===== src/rtl/rggen_bus_arbiter.sv =====
// rggen_bus_arbiter
//   Shares one downstream rggen register-bus master port between REQUESTERS
//   upstream masters. Round-robin arbitration; the grant is held for the
//   whole transaction, and only one transaction is in flight downstream.
//   The winning payload is registered on the grant edge, so upstream
//   changes during BUSY cannot disturb the downstream request. The response
//   is routed combinationally to the granted requester only.
//
// Ports
//   i_clk, i_rst_n         clock, asynchronous active-low reset
//   i_request_*            per-requester packed request (slice i = requester i)
//   o_request_ready        per-requester response valid (one-hot or zero)
//   o_request_status       per-requester 2-bit status, OKAY for non-granted
//   o_request_read_data    downstream read data, broadcast
//   o_grant                one-hot grant, zero while idle
//   o_valid .. o_strobe    registered downstream request
//   i_ready, i_status,
//   i_read_data            downstream response

// Per-requester response steering.
module rggen_bus_arbiter_lane (
  input  logic       i_grant,
  input  logic       i_busy,
  input  logic       i_ready,
  input  logic [1:0] i_status,
  output logic       o_ready,
  output logic [1:0] o_status
);
  logic hit;
  assign hit      = i_grant && i_busy && i_ready;
  assign o_ready  = hit;
  assign o_status = hit ? i_status : 2'b00;
endmodule

module rggen_bus_arbiter #(
  parameter int REQUESTERS    = 2,
  parameter int ADDRESS_WIDTH = 16,
  parameter int BUS_WIDTH     = 32
) (
  input  logic                                 i_clk,
  input  logic                                 i_rst_n,
  input  logic [REQUESTERS-1:0]                i_request_valid,
  input  logic [REQUESTERS-1:0]                i_request_write,
  input  logic [REQUESTERS*ADDRESS_WIDTH-1:0]  i_request_address,
  input  logic [REQUESTERS*BUS_WIDTH-1:0]      i_request_write_data,
  input  logic [REQUESTERS*BUS_WIDTH/8-1:0]    i_request_strobe,
  output logic [REQUESTERS-1:0]                o_request_ready,
  output logic [REQUESTERS*2-1:0]              o_request_status,
  output logic [BUS_WIDTH-1:0]                 o_request_read_data,
  output logic [REQUESTERS-1:0]                o_grant,
  output logic                                 o_valid,
  output logic                                 o_write,
  output logic [ADDRESS_WIDTH-1:0]             o_address,
  output logic [BUS_WIDTH-1:0]                 o_write_data,
  output logic [BUS_WIDTH/8-1:0]               o_strobe,
  input  logic                                 i_ready,
  input  logic [1:0]                           i_status,
  input  logic [BUS_WIDTH-1:0]                 i_read_data
);
  localparam int STRB_W = BUS_WIDTH / 8;
  localparam int IDX_W  = (REQUESTERS > 1) ? $clog2(REQUESTERS) : 1;

  typedef enum logic {IDLE, BUSY} state_e;

  state_e                     state_q, state_d;
  logic [REQUESTERS-1:0]      grant_q, grant_d;
  logic [IDX_W-1:0]           ptr_q, ptr_d;
  logic                       write_q, write_d;
  logic [ADDRESS_WIDTH-1:0]   address_q, address_d;
  logic [BUS_WIDTH-1:0]       write_data_q, write_data_d;
  logic [STRB_W-1:0]          strobe_q, strobe_d;

  logic [REQUESTERS-1:0]      hi_mask;
  logic [REQUESTERS-1:0]      req_hi;
  logic [REQUESTERS-1:0]      req_sel;
  logic [IDX_W-1:0]           winner;
  logic                       busy;

  assign busy = (state_q == BUSY);

  // Round-robin: requests at or above the pointer take precedence; if none,
  // fall back to the full vector, which is the wrap-around case.
  assign hi_mask = ~((REQUESTERS'(1) << ptr_q) - REQUESTERS'(1));
  assign req_hi  = i_request_valid & hi_mask;
  assign req_sel = (|req_hi) ? req_hi : i_request_valid;

  always_comb begin
    winner = '0;
    for (int i = REQUESTERS - 1; i >= 0; i--) begin
      if (req_sel[i]) winner = IDX_W'(i);
    end
  end

  always_comb begin
    state_d      = state_q;
    grant_d      = grant_q;
    ptr_d        = ptr_q;
    write_d      = write_q;
    address_d    = address_q;
    write_data_d = write_data_q;
    strobe_d     = strobe_q;
    case (state_q)
      IDLE: begin
        if (|i_request_valid) begin
          state_d          = BUSY;
          grant_d          = '0;
          grant_d[winner]  = 1'b1;
          ptr_d            = (winner == IDX_W'(REQUESTERS - 1)) ? '0
                                                                 : winner + IDX_W'(1);
          // Payload mux keyed by the one-hot grant keeps all slices constant.
          for (int i = 0; i < REQUESTERS; i++) begin
            if (grant_d[i]) begin
              write_d      = i_request_write[i];
              address_d    = i_request_address[i*ADDRESS_WIDTH +: ADDRESS_WIDTH];
              write_data_d = i_request_write_data[i*BUS_WIDTH +: BUS_WIDTH];
              strobe_d     = i_request_strobe[i*STRB_W +: STRB_W];
            end
          end
        end
      end
      BUSY: begin
        if (i_ready) begin
          state_d = IDLE;
          grant_d = '0;
        end
      end
      default: begin
        state_d = IDLE;
        grant_d = '0;
      end
    endcase
  end

  always_ff @(posedge i_clk or negedge i_rst_n) begin
    if (!i_rst_n) begin
      state_q      <= IDLE;
      grant_q      <= '0;
      ptr_q        <= '0;
      write_q      <= 1'b0;
      address_q    <= '0;
      write_data_q <= '0;
      strobe_q     <= '0;
    end else begin
      state_q      <= state_d;
      grant_q      <= grant_d;
      ptr_q        <= ptr_d;
      write_q      <= write_d;
      address_q    <= address_d;
      write_data_q <= write_data_d;
      strobe_q     <= strobe_d;
    end
  end

  assign o_valid             = busy;
  assign o_grant             = grant_q;
  assign o_write             = write_q;
  assign o_address           = address_q;
  assign o_write_data        = write_data_q;
  assign o_strobe            = strobe_q;
  assign o_request_read_data = i_read_data;

  for (genvar g = 0; g < REQUESTERS; g++) begin : g_lane
    rggen_bus_arbiter_lane u_lane (
      .i_grant  (grant_q[g]),
      .i_busy   (busy),
      .i_ready  (i_ready),
      .i_status (i_status),
      .o_ready  (o_request_ready[g]),
      .o_status (o_request_status[2*g +: 2])
    );
  end
endmodule


===== config.mk =====
export PLATFORM = sky130hd
export DESIGN_NAME = rggen_bus_arbiter
export DESIGN_NICKNAME = d
export VERILOG_FILES = /design/src/rtl/rggen_bus_arbiter.sv
export SDC_FILE = /design/constraint.sdc
export NUM_CORES = 1
export LEC_CHECK = 0
export ABC_AREA = 0
export CAP_MARGIN = 20
export CORE_ASPECT_RATIO = 0.5
export CORE_MARGIN = 1.5
export CORE_UTILIZATION = 33
export DETAILED_ROUTE_END_ITERATION = 7
export HOLD_SLACK_MARGIN = 0.06
export PLACE_DENSITY = 0.83
export SLEW_MARGIN = 20
export SYNTH_ARGS = -nofsm -noshare
export SYNTH_HDL_FRONTEND = slang
export SYNTH_SLANG_ARGS = --single-unit

===== constraint.sdc =====
create_clock -name i_clk -period 1.8 [get_ports i_clk]
set_clock_uncertainty 0.1 [all_clocks]
set_input_delay 0.54 -clock i_clk [delete_from_list [all_inputs] [get_ports i_clk]]
set_output_delay 0.54 -clock i_clk [all_outputs]
set_load 0.05 [all_outputs]

======== Yosys cells after proc, flatten, opt, wreduce, memory -nomap -nowiden ========
Cells that the tools add are included.
cells by class
  add/subtract/negate cells ............... 2
  magnitude comparators ................... 2
  equal/unequal tests ..................... 2
  shift operators ......................... 1
  multiplexer cells ....................... 22
  bitwise gates (word level) .............. 3
  reductions and logical operators ........ 11
operators by type and width
  kind                                                 count
  2-to-1 mux 32 bit                                    2
  2-to-1 mux 16 bit                                    2
  2-to-1 mux 2 bit                                     5
  2-to-1 mux 1 bit                                     8
  2-to-1 mux 4 bit                                     2
  logical AND 1 bit                                    5
  inequality test 2 bit (second input constant)        2
  case mux 2 bit (2 select lines)                      1
  AND reduction 2 bit                                  2
  OR reduction 2 bit                                   2
  AND reduction 3 bit                                  1
  bitwise AND 2 bit                                    1
  < comparator 1 x 2 -> 1 bit (second input constant)  1
  inverter 2 bit                                       1
  case mux 1 bit (2 select lines)                      1
  nonzero test 2 bit                                   1
  left shift 1 x 1 -> 2 bit (first input constant)     1
  subtractor 2 bit (second input constant)             1
  adder 1 bit (second input constant)                  1
  demux 1 bit (select 1 bit)                           1
  >= comparator 1 bit (second input constant)          1
  inverter 1 bit                                       1
storage, ports and cells
  register bits ........................... 57
  output and inout bits ................... 94

======== Logic depth before layout (Yosys ltp) ========
Gate-level depths: netlist of run 1.
  word-level depth ........................ 14
  mapped depth ............................ 5
  depth with buffers taken out ............ 3

======== Hierarchy ========
From an unflattened synthesis of run 1, not the netlist that was laid out.
unflattened totals
  cell total of the unflattened synthesis .. 228
  area total of the unflattened synthesis .. 2780.2 sq um
by module, submodules not included
  module                  instances  cells an instance  area each (sq um)  sequential area each (sq um)
  rggen_bus_arbiter       1          222                2730.1             1426.4
  rggen_bus_arbiter_lane  2          3                  25.0               0.0

======== Worst setup path after synthesis of run 1 ========
Ideal clock, no wire load.
  kind .................................... register to output
  from .................................... register state_q (netlist: o_valid)
  to ...................................... output o_request_status[0]
  arrival time ............................ 1.461 ns
  required time ........................... 1.160 ns
  slack ................................... -0.301 ns
  cell stages (with the launch flop) ...... 3
  buffers on the path ..................... 0
  cells stage by stage .................... dfrtp_1 -> and3_2 -> and2_1
on the way
  word-level cells in the longest chain between the ends .. 3
ends and longest elaborated chain
  item                                line  RTL
  start, declared                     65    state_e state_q, state_d;
  start signal, assigned              144   state_q <= state_d;
  logical AND 1 bit (2 in a row)      30    assign hit = i_grant && i_busy && i_ready;
  named net g_lane[0].u_lane.o_ready  26    output logic o_ready,
  2-to-1 mux 2 bit                    32    assign o_status = hit ? i_status : 2'b00;
  end, declared                       48    output logic [REQUESTERS*2-1:0] o_request_status,
The timed path passes the listed nets, and every way through them passes these cells.

======== Worst setup path in the final report of run 1 ========
  from .................................... register state_q (netlist: o_valid)
  to ...................................... output o_request_status[0]
on the way
  word-level cells in the longest chain between the ends .. 3
ends and longest elaborated chain
  item                            line
  logical AND 1 bit (2 in a row)  30
  2-to-1 mux 2 bit                32
Every way passes these cells.

==> impl_metrics.toml, run 1 <==
[synthesis]
ys_seq_area_share_pct = 50.0
synth_area_mm2 = 0.00285
synth.distinct_cells = 17
syn_inst = 232
ys_warn_count = 0
synth_fp_nets = 377
synth_seq_cells = 57
avgSynthCellArea_um2 = 12.3

[worst_setup_path]
worstPathArrival_ns = 1.23
worstSetupPathType = "reg -> out"
cp_cell_sequence = "and3_4 -> and2_4 -> buf_12"
endpoint_kind = "output port"
critPathMaxFanout = 4
max_stage_delay_ns = 0.39
cp_slowest_cell = "dfrtp_2"
startpoint_type = "register"
crit_family = "flip-flops"
crit_buf_inv = 1
required_ns = 1.16

[cts]
cts_sinks = 57
cts_tree = "yes"
cts-root-buf = "clkbuf_16"
cts_buffer_depth = 2
htreeDepth = 3
path_clk_slew_ns = 0.05
clk_latency_ns = 0.32
numCtsBuffers = 9

[power_and_ir_drop]
ir_worst_vdd_mv = 0.547
cellPowerDensity_mw_per_mm2 = 1280
cellLeakagePower_uw = 0.00240

[timing]
setup_violations = 6
fin_ws_ns = -0.0663
fin_crit_sh_pct = 104
rsz0062_at_grt = "true"
slew_headroom_pct = 78.4
worst_slew_pin_slew_ns = 0.323
final.min_clock_period_ns = 1.87
hold_violations = 0
setup_tns_ns = -0.248
report.final.slew_viol_count = 0
max_freq_mhz = 536

[placement]
place_ws_ns = -0.397
place.gp.congestion = 0.810
hpwl_um = 7150
io_buffers = 174

[final_layout]
synthToLayoutAreaGrowth_pct = 95.8
drive_above_1_share_pct = 28.7
diodes = 0
nNetsFinal = 530
final_util_pct = 68.1

[routing]
drc = 0
antenna_left = 0
via_per_inst = 5.22
num_vias = 2618
dr.pass1.iters = 4
routed_wl_um = 10700
detail_route.wl_per_cell_um = 21.3
drt-initial-drc-count = 141

[die]
io_pins = 239
fp-row-count = 23
dieArea_mm2 = 0.00925
die_x_um = 135
fp.dieH_um = 68.8
initial_core_util_pct = 34.8
design.core.area_mm2 = 0.00820

[run]
max_cap_viol_count = 0

[global_route]
grt_start_max_net_pins = 49
grt_first_pass_wirelength_um = 14600
overflow = 0
grtUsageTotal_pct = 21.2
grt_pass1_vias = 2706
antenna_found_initial = 0

[min_path]
hp-class = "in -> reg"

[outcome]
failed_checks = "negative setup slack"
status = "complete, but fails checks"
## placed cells by master (no fill, tap or decap)
cell,Yosys,final
a21o_1,1,1
o21bai_4,0,1
buf_4,39,5
o31a_1,1,1
clkbuf_1,1,1
dfrtp_2,0,1
clkbuf_2,0,1
dlygate4sd2_1,0,3
o211a_4,0,1
clkdlybuf4s50_1,0,106
clkbuf_16,0,14
dfrtp_1,57,56
nand2_1,1,1
inv_1,1,1
a31o_2,2,2
buf_2,0,1
dlygate4sd3_1,0,1
and2_1,26,22
and3_4,0,2
clkbuf_8,0,4
a221o_1,53,53
and2_0,31,31
dlymetal6s2s_1,0,1
and2_4,0,4
buf_6,13,2
inv_2,1,1
a211oi_4,1,1
clkinv_2,0,2
buf_12,0,70
## state kept, by name, indices dropped and copies added, names as in the netlist
signal        flops
o_write_data     32
o_grant           2
o_address        16
o_strobe          4
o_valid           1
ptr_q             1
o_write           1
## synthesized netlist by cell type, drive strengths merged
master,count,area [um^2]
a211oi,1,20.0
a21o,1,7.51
a221o,53,531
a31o,2,17.5
and2,57,357
and3,2,15.0
buf,52,439
clkbuf,1,3.75
dfrtp,57,1430
inv,2,7.50
nand2,1,3.75
o211a,1,10.0
o21bai,1,7.51
o31a,1,8.76
## stage by stage
step / power, uW / hold slack, ns / std cells / cell area, um^2
after CTS: 7120 / 0.496 / 496 / 5440
after floorplan: 3660 / 0.144 / 232 / 2860
after global placement: 5370 / 0.329 / 476 / 5100
after global routing: 7420 / 0.478 / 502 / 5590
after detailed placement: 5440 / 0.332 / 476 / 5100
final: 7170 / 0.481 / 502 / 5590
## final timing paths
kind	start	end	slack, ns	cells past startpoint
worst max-delay path	o_valid$_DFF_PN0_	o_request_status[0]	-0.07	3
worst min-delay path	i_ready	o_valid$_DFF_PN0_	0.48	3
worst max register to register	o_valid$_DFF_PN0_	o_address[12]$_DFFE_PN0P_	0.11	5
worst min register to register	ptr_q$_DFFE_PN0P_	ptr_q$_DFFE_PN0P_	0.51	1
max in group asynchronous	i_rst_n	o_valid$_DFF_PN0_	0.52	3
min in group asynchronous	i_rst_n	o_write_data[22]$_DFFE_PN0P_	0.53	2
## report_power, final
part	switching, uW	leakage [uW]	internal, uW
Combinational	1730	0.00154	1860
Clock	558	0.000149	1080
Sequential	343	0.000704	1600
Total	2630	0.00240	4540
## tightest hold or removal path, cell delays in order
cell and delay, ns:
clkbuf_2 0.10, nand2_1 0.11, o31a_1 0.12
## area by class of cell
type | instances | area [um^2]
repair buffers | 195 | 2710
clock inverters | 2 | 10.0
multi-input cells | 120 | 1010
fillers | 576 | 2610
clock buffers | 14 | 284
well taps | 112 | 140
flip-flops and latches | 57 | 1430
inverters | 2 | 7.51
## cells by family after synthesis
kind of cell / count (synthesis) / share of synthesized area, %
and+or+nand+nor: 60 / 13.2
AOI/OAI and AO/OA: 60 / 21.1
DFF: 57 / 50.0
buffers and inverters: 55 / 15.8
## layer usage
metal	up-vias	part of all wire (%)	GRT usage, %
met5	-	0	0
met4	0	2.6	9.14
met3	32	6.5	6.07
met2	124	53	40.3
met1	1328	38	22.8
li1	1134	-	-
## repair_timing
| item | 4_1_cts | 5_1_grt |
|---|---|---|
| buffers inserted | 3 | 2 |
| setup endpoints to repair | 11 | 41 |
| gates resized for setup | 12 | 4 |
| endpoints found under the hold margin | 9 | 0 |
| gates cloned | 0 | 5 |
| hold buffers | 1 | 0 |
| pin swaps | 5 | 4 |
Power figures use the tool's default switching activity.
==> run 2, diff against run 1 <==
- CELL_PAD_IN_SITES_DETAIL_PLACEMENT: not set -> 1
- CELL_PAD_IN_SITES_GLOBAL_PLACEMENT: not set -> 2
- CORE_UTILIZATION: 33 -> 18
==> run 2 against run 1 <==
Compared with the run above:
- the run still ends with negative setup slack left
- sequential cell count unchanged
- final cell count up 19%
- count of clock-buffer cells in the layout up 1
- first-iteration DRC count down 23%
- final area up 1.1%
- routed wire length up 5.0%
- critical path depth up 1
- hold slack better by 0.0021 ns
- sequential power about the same
- via count down 4.4%
- total power up 1.0%
- largest cell class unchanged
==> impl_metrics.toml, run 2 (synthesis results as in run 1) <==
[cts]
numCtsBuffers = 9
clk_latency_ns = 0.32
cts_sinks = 57
cts_tree = "yes"
htreeDepth = 3
cts-root-buf = "clkbuf_16"
cts_buffer_depth = 2
path_clk_slew_ns = 0.05

[routing]
drc = 0
detail_route.wl_per_cell_um = 18.8
num_vias = 2503
drt-initial-drc-count = 108
dr.pass1.iters = 4
antenna_left = 0
via_per_inst = 4.19
routed_wl_um = 11200

[worst_setup_path]
endpoint_kind = "output port"
worstPathArrival_ns = 1.23
required_ns = 1.16
startpoint_type = "primary input"
startpoint = "i_ready"
r2r_end = "o_write_data[18]$_DFFE_PN0P_"
regToRegSetupSlack_ns = 0.03
reg2reg_depth = 7
critPathMaxFanout = 3
worstSetupPathType = "in -> out"
timing.rr.start = "o_valid$_DFF_PN0_"

[timing]
final.min_clock_period_ns = 1.87
fin_crit_sh_pct = 104
worst_slew_pin_slew_ns = 0.299
setup_tns_ns = -0.350
fin_ws_ns = -0.0665
report.final.slew_viol_count = 0
slew_headroom_pct = 80.1
hold_violations = 0
max_freq_mhz = 536
setup_violations = 7
rsz0062_at_grt = "true"

[outcome]
status = "complete, but fails checks"
failed_checks = "negative setup slack"

[min_path]
holdCritStartpoint = "ptr_q$_DFFE_PN0P_"
hp-class = "reg -> reg"
hold_depth = 1
holdPathEnd = "ptr_q$_DFFE_PN0P_"

[placement]
placedCellCount = 570
place.gp.congestion = 0.747
hpwl_um = 7860
io_buffers = 174

[final_layout]
n_fill_cell = 1623
multi_input_area_mm2 = 0.00101
seq_area_mm2 = 0.00143
synthToLayoutAreaGrowth_pct = 98.1
finalNonFillerCells = 597
drive_above_1_share_pct = 29.6
layout_common_cells = "106 x clkdlybuf4s50_1, 68 x buf_12, 55 x dfrtp_1, 53 x a221o_1, 31 x and2_0"
largest_reg_flops = 32
nNetsFinal = 532
final_util_pct = 36.6
layout_commonest_cell = "clkdlybuf4s50_1"

[die]
die_x_um = 181
design.core.area_mm2 = 0.0155
initial_core_util_pct = 18.5
io_pins = 239
fp.dieH_um = 92.0
dieArea_mm2 = 0.0167
fp-row-count = 32

[power_and_ir_drop]
cellPowerDensity_mw_per_mm2 = 1280
ir_worst_vdd_mv = 0.477
cellLeakagePower_uw = 0.00238

[global_route]
grt_first_pass_wirelength_um = 17100
grt_pass1_vias = 2886
overflow = 0
antenna_found_initial = 1
grt_start_max_net_pins = 51
grtUsageTotal_pct = 13.5

[run]
max_cap_viol_count = 0
## run 2: cell types whose count changed in the layout (fill, tap and decap cells not counted), sizes merged
cell	previous run	this run
buf	78	83
clkinv	2	1
clkbuf	20	17
diode	0	1
clkdlybuf4s15	0	1
## run 2: how the worst max path moves through the flow
stage	to	slack, ns	cells past startpoint
global placement	o_write_data[31]$_DFFE_PN0P_	-0.41	6
CTS	o_request_status[2]	-0.06	3
floorplan	o_request_status[0]	0.04	2
global route	o_request_status[2]	-0.09	3
detailed placement	o_address[4]$_DFFE_PN0P_	-0.43	6
finish	o_request_status[2]	-0.07	4
## run 2: where the power goes
part           switching, uW  internal (uW)
clock                    607           1160
sequential               330           1600
combinational           1720           1840
total                   2650           4590
## run 2: worst max-delay path, stage by stage
cell and delay, ns:
clkdlybuf4s15_2 0.20, and3_4 0.21, and2_4 0.15, buf_12 0.13
## run 2: through the flow
step,instance area (um^2),total power (uW),setup WS (ns),hold slack (ns)
2_1_floorplan,2860,3660,0.0448,0.144
3_3_place_gp,5210,5400,-0.412,0.322
3_5_place_dp,5210,5450,-0.432,0.318
4_1_cts,5590,7300,-0.0615,0.475
5_1_grt,5650,7520,-0.0873,0.513
6_report,5650,7250,-0.0665,0.483
## run 2: layout make-up
type	count	area share [%]
diodes	1	0.0443
clock buffers	15	5.44
clock inverters	1	0.0885
inverters	2	0.133
multi-input cells	120	17.8
flip-flops and latches	57	25.3
well taps	204	4.52
repair buffers	197	46.7
## run 2: timing repair
action                                  in CTS  in global routing
hold endpoints to repair                     7                  0
hold buffers                                 1                  0
gates resized for setup                     15                  4
pin swaps                                    5                  2
cloned                                       0                  2
buffers inserted                             5                  2
endpoints found under the setup margin      59                 36
## run 2: layer usage
layer  global-route usage, %  up-vias  share of wire [%]
li1                        -     1136                  -
met1                    14.9     1287                 39
met2                    25.3       59                 55
met3                    3.38       21                3.1
met4                    5.35        0                1.9
met5                       0        -                  0
